**config.mk**
```make
export PLATFORM = sky130hd
export DESIGN_NAME = ctrl_regs_axil
export DESIGN_NICKNAME = d
export VERILOG_FILES = /design/src/rtl/ctrl_regs_axil.sv
export SDC_FILE = /design/constraint.sdc
export NUM_CORES = 1
export LEC_CHECK = 0
export BUFFER_PORTS_ARGS = -buffer_cell sky130_fd_sc_hd__buf_2
export CORE_MARGIN = 1
export CORE_UTILIZATION = 35
export DETAILED_ROUTE_END_ITERATION = 10
export SYNTH_ARGS = -nofsm -noshare
export SYNTH_HDL_FRONTEND = slang
export SYNTH_SLANG_ARGS = --single-unit
```
**constraint.sdc**
```tcl
create_clock -name clk -period 1.76 [get_ports clk]
set_input_delay 0.264 -clock clk [delete_from_list [all_inputs] [get_ports clk]]
set_output_delay 0.264 -clock clk [all_outputs]
set_load 0.005 [all_outputs]
```
**src/rtl/ctrl_regs_axil.sv**
```systemverilog
// ctrl_regs_axil
// AXI4-Lite register slave that lets the PS run the accelerator's global
// controller: it raises ap_start with a shadowed K dimension, records done
// pulses and raises a level interrupt.
//
// Ports
//   clk, rst_n                 clock, asynchronous active-low reset
//   s_axil_aw*/w*/b*           AXI-Lite write address/data/response channels
//   s_axil_ar*/r*              AXI-Lite read address/data channels
//   ap_start                   start level to the controller, held until done
//   cfg_k_dim                  K dimension captured when a run starts
//   ap_done                    one-cycle completion pulse from the controller
//   ap_idle                    controller idle level
//   irq                        done_sticky & irq_en
//
// Register map (byte offset, addr[4:2] decoded)
//   0x00 CTRL     bit0 START (reads ap_start), bit7 AUTO_RESTART (optional)
//   0x04 STATUS   bit0 DONE (W1C, sticky), bit1 IDLE, bit2 BUSY
//   0x08 IRQ_EN   bit0
//   0x0C K_DIM    32-bit, byte strobes honoured
//   0x10 DONE_CNT 32-bit read-only
//
// Build option: define CTRL_AUTO_RESTART_EN to implement CTRL.AUTO_RESTART.

module ctrl_regs_axil #(
    parameter int          ADDR_W    = 6,
    parameter logic [31:0] K_DIM_RST = 32'd192
) (
    input  logic              clk,
    input  logic              rst_n,
    input  logic [ADDR_W-1:0] s_axil_awaddr,
    input  logic              s_axil_awvalid,
    output logic              s_axil_awready,
    input  logic [31:0]       s_axil_wdata,
    input  logic [3:0]        s_axil_wstrb,
    input  logic              s_axil_wvalid,
    output logic              s_axil_wready,
    output logic [1:0]        s_axil_bresp,
    output logic              s_axil_bvalid,
    input  logic              s_axil_bready,
    input  logic [ADDR_W-1:0] s_axil_araddr,
    input  logic              s_axil_arvalid,
    output logic              s_axil_arready,
    output logic [31:0]       s_axil_rdata,
    output logic [1:0]        s_axil_rresp,
    output logic              s_axil_rvalid,
    input  logic              s_axil_rready,
    output logic              ap_start,
    output logic [31:0]       cfg_k_dim,
    input  logic              ap_done,
    input  logic              ap_idle,
    output logic              irq
);

    logic        aw_rdy_q, ar_rdy_q, bvalid_q, rvalid_q;
    logic [31:0] rdata_q, rd_mux;
    logic        ap_start_q, done_q, irq_en_q;
    logic [31:0] cfg_q, k_dim_q, done_cnt_q;
    logic        auto_bit, restart;

    logic        wr_fire, rd_fire, rvalid_nxt;
    logic [2:0]  wr_idx, rd_idx;
    logic        wr_ctrl, wr_status, wr_irq_en, wr_k_dim;
    logic        start_req, load;

    // Address bits outside [4:2] and upper data bits of narrow registers.
    logic        unused_ok;
    assign unused_ok = &{1'b0, s_axil_awaddr, s_axil_araddr, s_axil_wdata};

    assign wr_fire    = aw_rdy_q & s_axil_awvalid & s_axil_wvalid;
    assign rd_fire    = ar_rdy_q & s_axil_arvalid;
    assign rvalid_nxt = rd_fire | (rvalid_q & ~s_axil_rready);
    assign wr_idx     = s_axil_awaddr[4:2];
    assign rd_idx     = s_axil_araddr[4:2];

    assign wr_ctrl   = wr_fire && (wr_idx == 3'd0);
    assign wr_status = wr_fire && (wr_idx == 3'd1);
    assign wr_irq_en = wr_fire && (wr_idx == 3'd2);
    assign wr_k_dim  = wr_fire && (wr_idx == 3'd3);

    assign start_req = wr_ctrl & s_axil_wdata[0] & ~ap_start_q & ap_idle;
    assign load      = start_req | restart;

`ifdef CTRL_AUTO_RESTART_EN
    logic auto_q, pend_q;

    // pend_q remembers that a run finished, so a restart only follows a done
    // and never fires from plain idle.
    assign restart  = auto_q & pend_q & ~ap_start_q & ap_idle;
    assign auto_bit = auto_q;

    always_ff @(posedge clk or negedge rst_n) begin
        if (!rst_n) begin
            auto_q <= 1'b0;
            pend_q <= 1'b0;
        end else begin
            if (wr_ctrl)
                auto_q <= s_axil_wdata[7];
            if (!auto_q)
                pend_q <= 1'b0;
            else if (ap_done)
                pend_q <= 1'b1;
            else if (load)
                pend_q <= 1'b0;
        end
    end
`else
    assign restart  = 1'b0;
    assign auto_bit = 1'b0;
`endif

    always_comb begin
        rd_mux = 32'd0;
        case (rd_idx)
            3'd0: rd_mux = {24'd0, auto_bit, 6'd0, ap_start_q};
            3'd1: rd_mux = {29'd0, ap_start_q, ap_idle, done_q};
            3'd2: rd_mux = {31'd0, irq_en_q};
            3'd3: rd_mux = k_dim_q;
            3'd4: rd_mux = done_cnt_q;
            default: rd_mux = 32'd0;
        endcase
    end

    always_ff @(posedge clk or negedge rst_n) begin
        if (!rst_n) begin
            aw_rdy_q   <= 1'b0;
            ar_rdy_q   <= 1'b0;
            bvalid_q   <= 1'b0;
            rvalid_q   <= 1'b0;
            rdata_q    <= 32'd0;
            ap_start_q <= 1'b0;
            cfg_q      <= K_DIM_RST;
            done_q     <= 1'b0;
            irq_en_q   <= 1'b0;
            k_dim_q    <= K_DIM_RST;
            done_cnt_q <= 32'd0;
        end else begin
            // One-cycle ready pulse; ~aw_rdy_q stops a held request being taken twice.
            aw_rdy_q <= s_axil_awvalid & s_axil_wvalid & ~bvalid_q & ~aw_rdy_q;
            if (wr_fire)
                bvalid_q <= 1'b1;
            else if (s_axil_bready)
                bvalid_q <= 1'b0;

            rvalid_q <= rvalid_nxt;
            ar_rdy_q <= ~rvalid_nxt;
            if (rd_fire)
                rdata_q <= rd_mux;

            if (ap_done)
                ap_start_q <= 1'b0;
            else if (load) begin
                ap_start_q <= 1'b1;
                cfg_q      <= k_dim_q;
            end

            // A coincident W1C loses to a new done.
            if (ap_done)
                done_q <= 1'b1;
            else if (wr_status && s_axil_wdata[0])
                done_q <= 1'b0;

            if (ap_done)
                done_cnt_q <= done_cnt_q + 32'd1;

            if (wr_irq_en)
                irq_en_q <= s_axil_wdata[0];

            if (wr_k_dim)
                for (int b = 0; b < 4; b++)
                    if (s_axil_wstrb[b])
                        k_dim_q[8*b +: 8] <= s_axil_wdata[8*b +: 8];
        end
    end

    assign s_axil_awready = aw_rdy_q;
    assign s_axil_wready  = aw_rdy_q;
    assign s_axil_bvalid  = bvalid_q;
    assign s_axil_bresp   = 2'b00;
    assign s_axil_arready = ar_rdy_q;
    assign s_axil_rvalid  = rvalid_q;
    assign s_axil_rdata   = rdata_q;
    assign s_axil_rresp   = 2'b00;
    assign ap_start       = ap_start_q;
    assign cfg_k_dim      = cfg_q;
    assign irq            = done_q & irq_en_q;

endmodule

```
Word-level counts from Yosys, hierarchy flattened
Cells that the tools add are included.

ROM bits: 0. Memories: 0. Memory bits (writable): 0. Word-level logic and storage cells: 62. Flip-flop bits (word level): 135. Bits in latches: 0.

Div/mod/pow operators: 0. Multipliers: 0. Shifts and indexed selects: 0. Reductions and logical operators: 15. Equal/unequal tests: 7. Muxes and demuxes: 7. Bitwise gates (word level): 18. Add/sub/neg operators: 1. $lt $le $gt $ge: 0.

Operator list (count): $pmux 32 s5 (1); $add 32x1->32 const B (1); $eq 3x2->1 const B (4); $and 1x1->1 (11); $reduce_and 2->1 (5); $eq 3x1->1 const B (2); $logic_not 3->1 (2); $mux 1 (6); $not 1->1 (6); $reduce_bool 2->1 (3); $logic_and 1x1->1 (5); $eq 3x3->1 const B (1); $or 1x1->1 (1).

Logic depth before layout (Yosys ltp)
Word-level depth: 8. Mapped depth: 6. Mapped depth without buffers: 4.

Least setup slack after synthesis
OpenSTA, ideal clock, no wires.

Path type: reg-to-reg. From: register ap_start_q, in the netlist ap_start. To: register cfg_q[0], in the netlist cfg_k_dim[0]. Cell stages (with the launch flop): 6. Path buffers: 2. Arrival: 1.469 ns. Period minus slack after synthesis: 1.593 ns. Path slack: 0.167 ns. Library setup time: 0.125 ns. Data required time: 1.635 ns. Cell sequence: dfrtp_1 > nor4b_1 > and3_1 > buf_2 > buf_4 > mux2_2.

Word-level cells in the longest chain between the ends: 4.

Ends and longest elaborated chain: from (decl) (RTL line 57) `logic ap_start_q, done_q, irq_en_q;`; from (signal assigned) (RTL line 131) `ap_start_q <= 1'b0;`; from (signal assigned) (RTL line 151) `ap_start_q <= 1'b0;`; from (signal assigned) (RTL line 153) `ap_start_q <= 1'b1;`; $not 1->1 (RTL line 81) `assign start_req = wr_ctrl & s_axil_wdata[0] & ~ap_start_q & ap_idle;`; $and 1x1->1 (2 in series) (RTL line 81); $reduce_and 2->1 (no line); to (signal assigned) (RTL line 154) `cfg_q <= k_dim_q;`; to (decl) (RTL line 58) `logic [31:0] cfg_q, k_dim_q, done_cnt_q;`.

Every way passes these cells. A chain may end at the register's enable or synchronous reset.

Worst setup path after layout
From: register done_cnt_q[13]. To: register done_cnt_q[26].

Word-level cells in the longest chain between the ends: 1.

Ends and longest elaborated chain: from (decl) (RTL line 58); from (signal assigned) (RTL line 164) `done_cnt_q <= done_cnt_q + 32'd1;`; $add 32x1->32 (RTL line 164).

Every way passes these cells.

==> results.toml <==
[outcome]
run_status = "finished clean"

[cells_and_area]
multi_input_comb_area_mm2 = 0.002217
area_delta_synth_final_pct = 27.12
antenna_cells = 0
fillCellCount = 1508
regArea_mm2 = 0.003383
finalNetCount = 650
drive_above_1_share_pct = 43.80

[power]
power_density_mw_per_mm2 = 1025
max-vdd-ir-drop_uv = 641.0
leakagePower_nw = 3.647

[cts]
clock_path_buffers = 2
clockRootBuffer = "clkbuf_16"
h-tree-depth = 4
cts_sinks = 135
tritoncts = "done"
insertion_delay_ns = 0.42
worst_setup_hold_path_clk_slew_ns = 0.06
cts_buffers = 17

[setup_path]
crit_buf_inv = 0
crit_fanout = 6
critPathLaunch = "done_cnt_q[13]$_DFFE_PN0P_"
crit_required_ns = 2.10
worstSetupPathType = "flop to flop"
path_cells = "and4_1 > nand4_1 > nor4_1 > xor2_1"
critPathCaptureType = "flop"
max_stage_delay_ns = 0.45
worstReg2RegStart = "done_cnt_q[13]$_DFFE_PN0P_"
cp.arrival_ns = 1.98
critPathLaunchType = "flop"
cp_top_family = "simple AND/OR/NAND/NOR gates"
crit_path_top_delay_cell = "dfrtp_1"

[sta]
layout_setup_ws_ns = 0.1189
skew_ns = 0.01202
hold_violations = 0
fmax_mhz = 609.3
finalSetupViolCount = 0
rsz0062_at_grt = "false"
min_period_ns = 1.641
timing.final.crit_share_pct = 93.24
fin_tns_setup_ns = 0
drv_slew = 0

[global_route]
grt_pass1_wl_um = 21530
grt_start_max_net_pins = 42
overflow = 0
grt_use_total_pct = 17.02
grt_pass1_vias = 4158
antenna_found_initial = 0

[floorplanning]
dieWidth_um = 130.2
chipHeight_um = 130.2
core_area_mm2 = 0.01594
initial_core_util_pct = 36.06
ioPinCount = 132
rows = 46
fp.dieArea_mm2 = 0.01694

[drt]
avgRoutedWirePerCell_um = 16.27
dr.pass1.iters = 5
drc = 0
drt_iter0_markers = 169
dr_total_vias = 4017
routed_wl_um = 13360
ant_nets = 0
viasPerCell = 4.893

[placed_design]
gp_congestion = 0.8008
dp_slack_ns = 0.04090
dp_hpwl_um = 9709
port_buffers = 121

[worst_hold_path]
hp-start = "s_axil_bready"
hold_class = "input port to flop"

[synthesis]
ys_types = 40
netlist_area_mm2 = 0.005749
yosysWarnings = 0
ys_ff_latch = 135
ys_seq_area_share_pct = 58.85
syn_area_per_cell_um2 = 12.66
synth_cells = 454

[flow_run]
drv_cap = 0
[state kept, by name (all words and copies together), names as in the netlist, 32 cells and up]
register	flops
cfg_k_dim	32
done_cnt_q	32
k_dim_q	32
s_axil_rdata	32
[layout by cell type, fill, tap and decap left out, types with 5 or more instances in the layout]
| cell | instances |
|---|---|
| dfrtp_1 | 131 |
| buf_2 | 120 |
| mux2_2 | 66 |
| nand2_1 | 44 |
| o21ai_0 | 35 |
| a22oi_1 | 30 |
| xnor2_1 | 18 |
| clkbuf_16 | 17 |
| buf_4 | 17 |
| xor2_1 | 13 |
| nand3_1 | 12 |
| nand4_1 | 10 |
| inv_1 | 7 |
| nor2_1 | 6 |
| clkinv_2 | 6 |
| nand3_2 | 5 |
[per-layer routing]
metal / global-route usage [%] / vias to the layer above / wire (um)
met1: 21.25 / 2000 / 6009
met4: 6.361 / 0 / 153
met2: 27.66 / 116 / 6448
met5: 0 / - / 0
met3: 5.248 / 9 / 750
li1: - / 1892 / -
[what timing repair did]
item                                    in CTS  in global routing
resized for setup                            0                  4
endpoints found under the setup margin       0                 32
hold buffers                                 1                  0
setup buffers                                0                  0
endpoints found under the hold margin       37                  0
[cell type report]
cell class	instances	share of cell area (%)
clock buffers	19	6.198
clock inverters	13	1.763
inverters	7	0.3595
multi-input cells	288	30.34
flip-flops and latches	135	46.29
well taps	216	3.698
repair buffers	143	11.35
[cells in the mapped netlist]
cell type	n	share of area [%]
nand4bb_1	1	0.20
nor4b_1	1	0.15
nand4_4	1	0.37
inv_1	7	0.46
nand2_1	44	2.9
mux4_2	1	0.39
and3_1	5	0.54
xor2_1	13	2.0
buf_6	2	0.39
and2_2	3	0.39
clkbuf_1	8	0.52
a21oi_1	2	0.17
dfstp_2	4	1.8
nor4b_2	2	0.52
nand3b_1	1	0.13
a21o_2	1	0.15
buf_2	8	0.70
conb_1	1	0.065
nand3_2	4	0.70
nor2_1	6	0.39
a21o_1	1	0.13
and2_1	4	0.44
xnor2_1	18	2.7
ha_1	1	0.22
nand4_1	10	1.1
a22oi_1	30	3.9
buf_4	9	1.2
dfrtp_1	131	57
mux2_2	66	13
and4_4	3	0.59
nor4_1	4	0.44
o21ai_0	35	3.0
nor3_1	4	0.35
mux2i_1	2	0.35
and4_1	4	0.61
nor4bb_1	1	0.17
nor4b_4	1	0.41
nor3b_2	1	0.22
nand2b_1	1	0.11
nand3_1	13	1.1
[path summary, 6_finish.rpt]
kind,endpoint,slack (ns),cells after the start
max,done_cnt_q[26]$_DFFE_PN0P_,0.12,4
max reg2reg,done_cnt_q[26]$_DFFE_PN0P_,0.12,4
max in group asynchronous,cfg_k_dim[7]$_DFFE_PN1P_,0.74,3
min reg2reg,s_axil_awready$_DFF_PN0_,0.47,1
min,s_axil_bvalid$_DFFE_PN0P_,0.04,2
min in group asynchronous,s_axil_bvalid$_DFFE_PN0P_,0.34,2
[worst register-to-register path, stage by stage, from the launching register on]
cell and delay, ns:
dfrtp_1 0.45, and4_1 0.28, nand4_1 0.25, nor4_1 0.42, xor2_1 0.17
[kinds of logic (layout without fill, tap and decap cells)]
family / Yosys count / count (layout) / share of synthesized area [%]
compound gates: 69 / 69 / 7.421
xor+xnor: 31 / 31 / 4.723
fa+ha+maj: 1 / 1 / 0.2176
buf+inv: 34 / 182 / 3.243
flops: 135 / 135 / 58.85
mux: 69 / 69 / 13.67
other cells: 1 / 4 / 0.06523
simple gates: 114 / 114 / 11.82
[power by group]
group / switching [W] / internal (W) / total [W]
registers: 0.000163 / 0.00327 / 0.00343
clock network: 0.00134 / 0.00215 / 0.00348
logic: 0.000303 / 0.000272 / 0.000575
total: 0.00180 / 0.00569 / 0.00749
[metrics by stage]
step                      cell area (um^2)  total power, W  hold WS [ns]  std cells  util [%]
after floorplan                       5761        0.003755      -0.03159        457         -
after global placement                6696        0.004035        0.2002        788     42.00
after detailed placement              6696        0.004065        0.2055        788     42.00
after CTS                             7288        0.007604       0.01387        821     45.72
after global routing                  7308        0.007840       0.02391        821     45.84
final                                 7308        0.007491       0.03792        821     45.84
No activity file was read; power rests on OpenSTA's default activity.
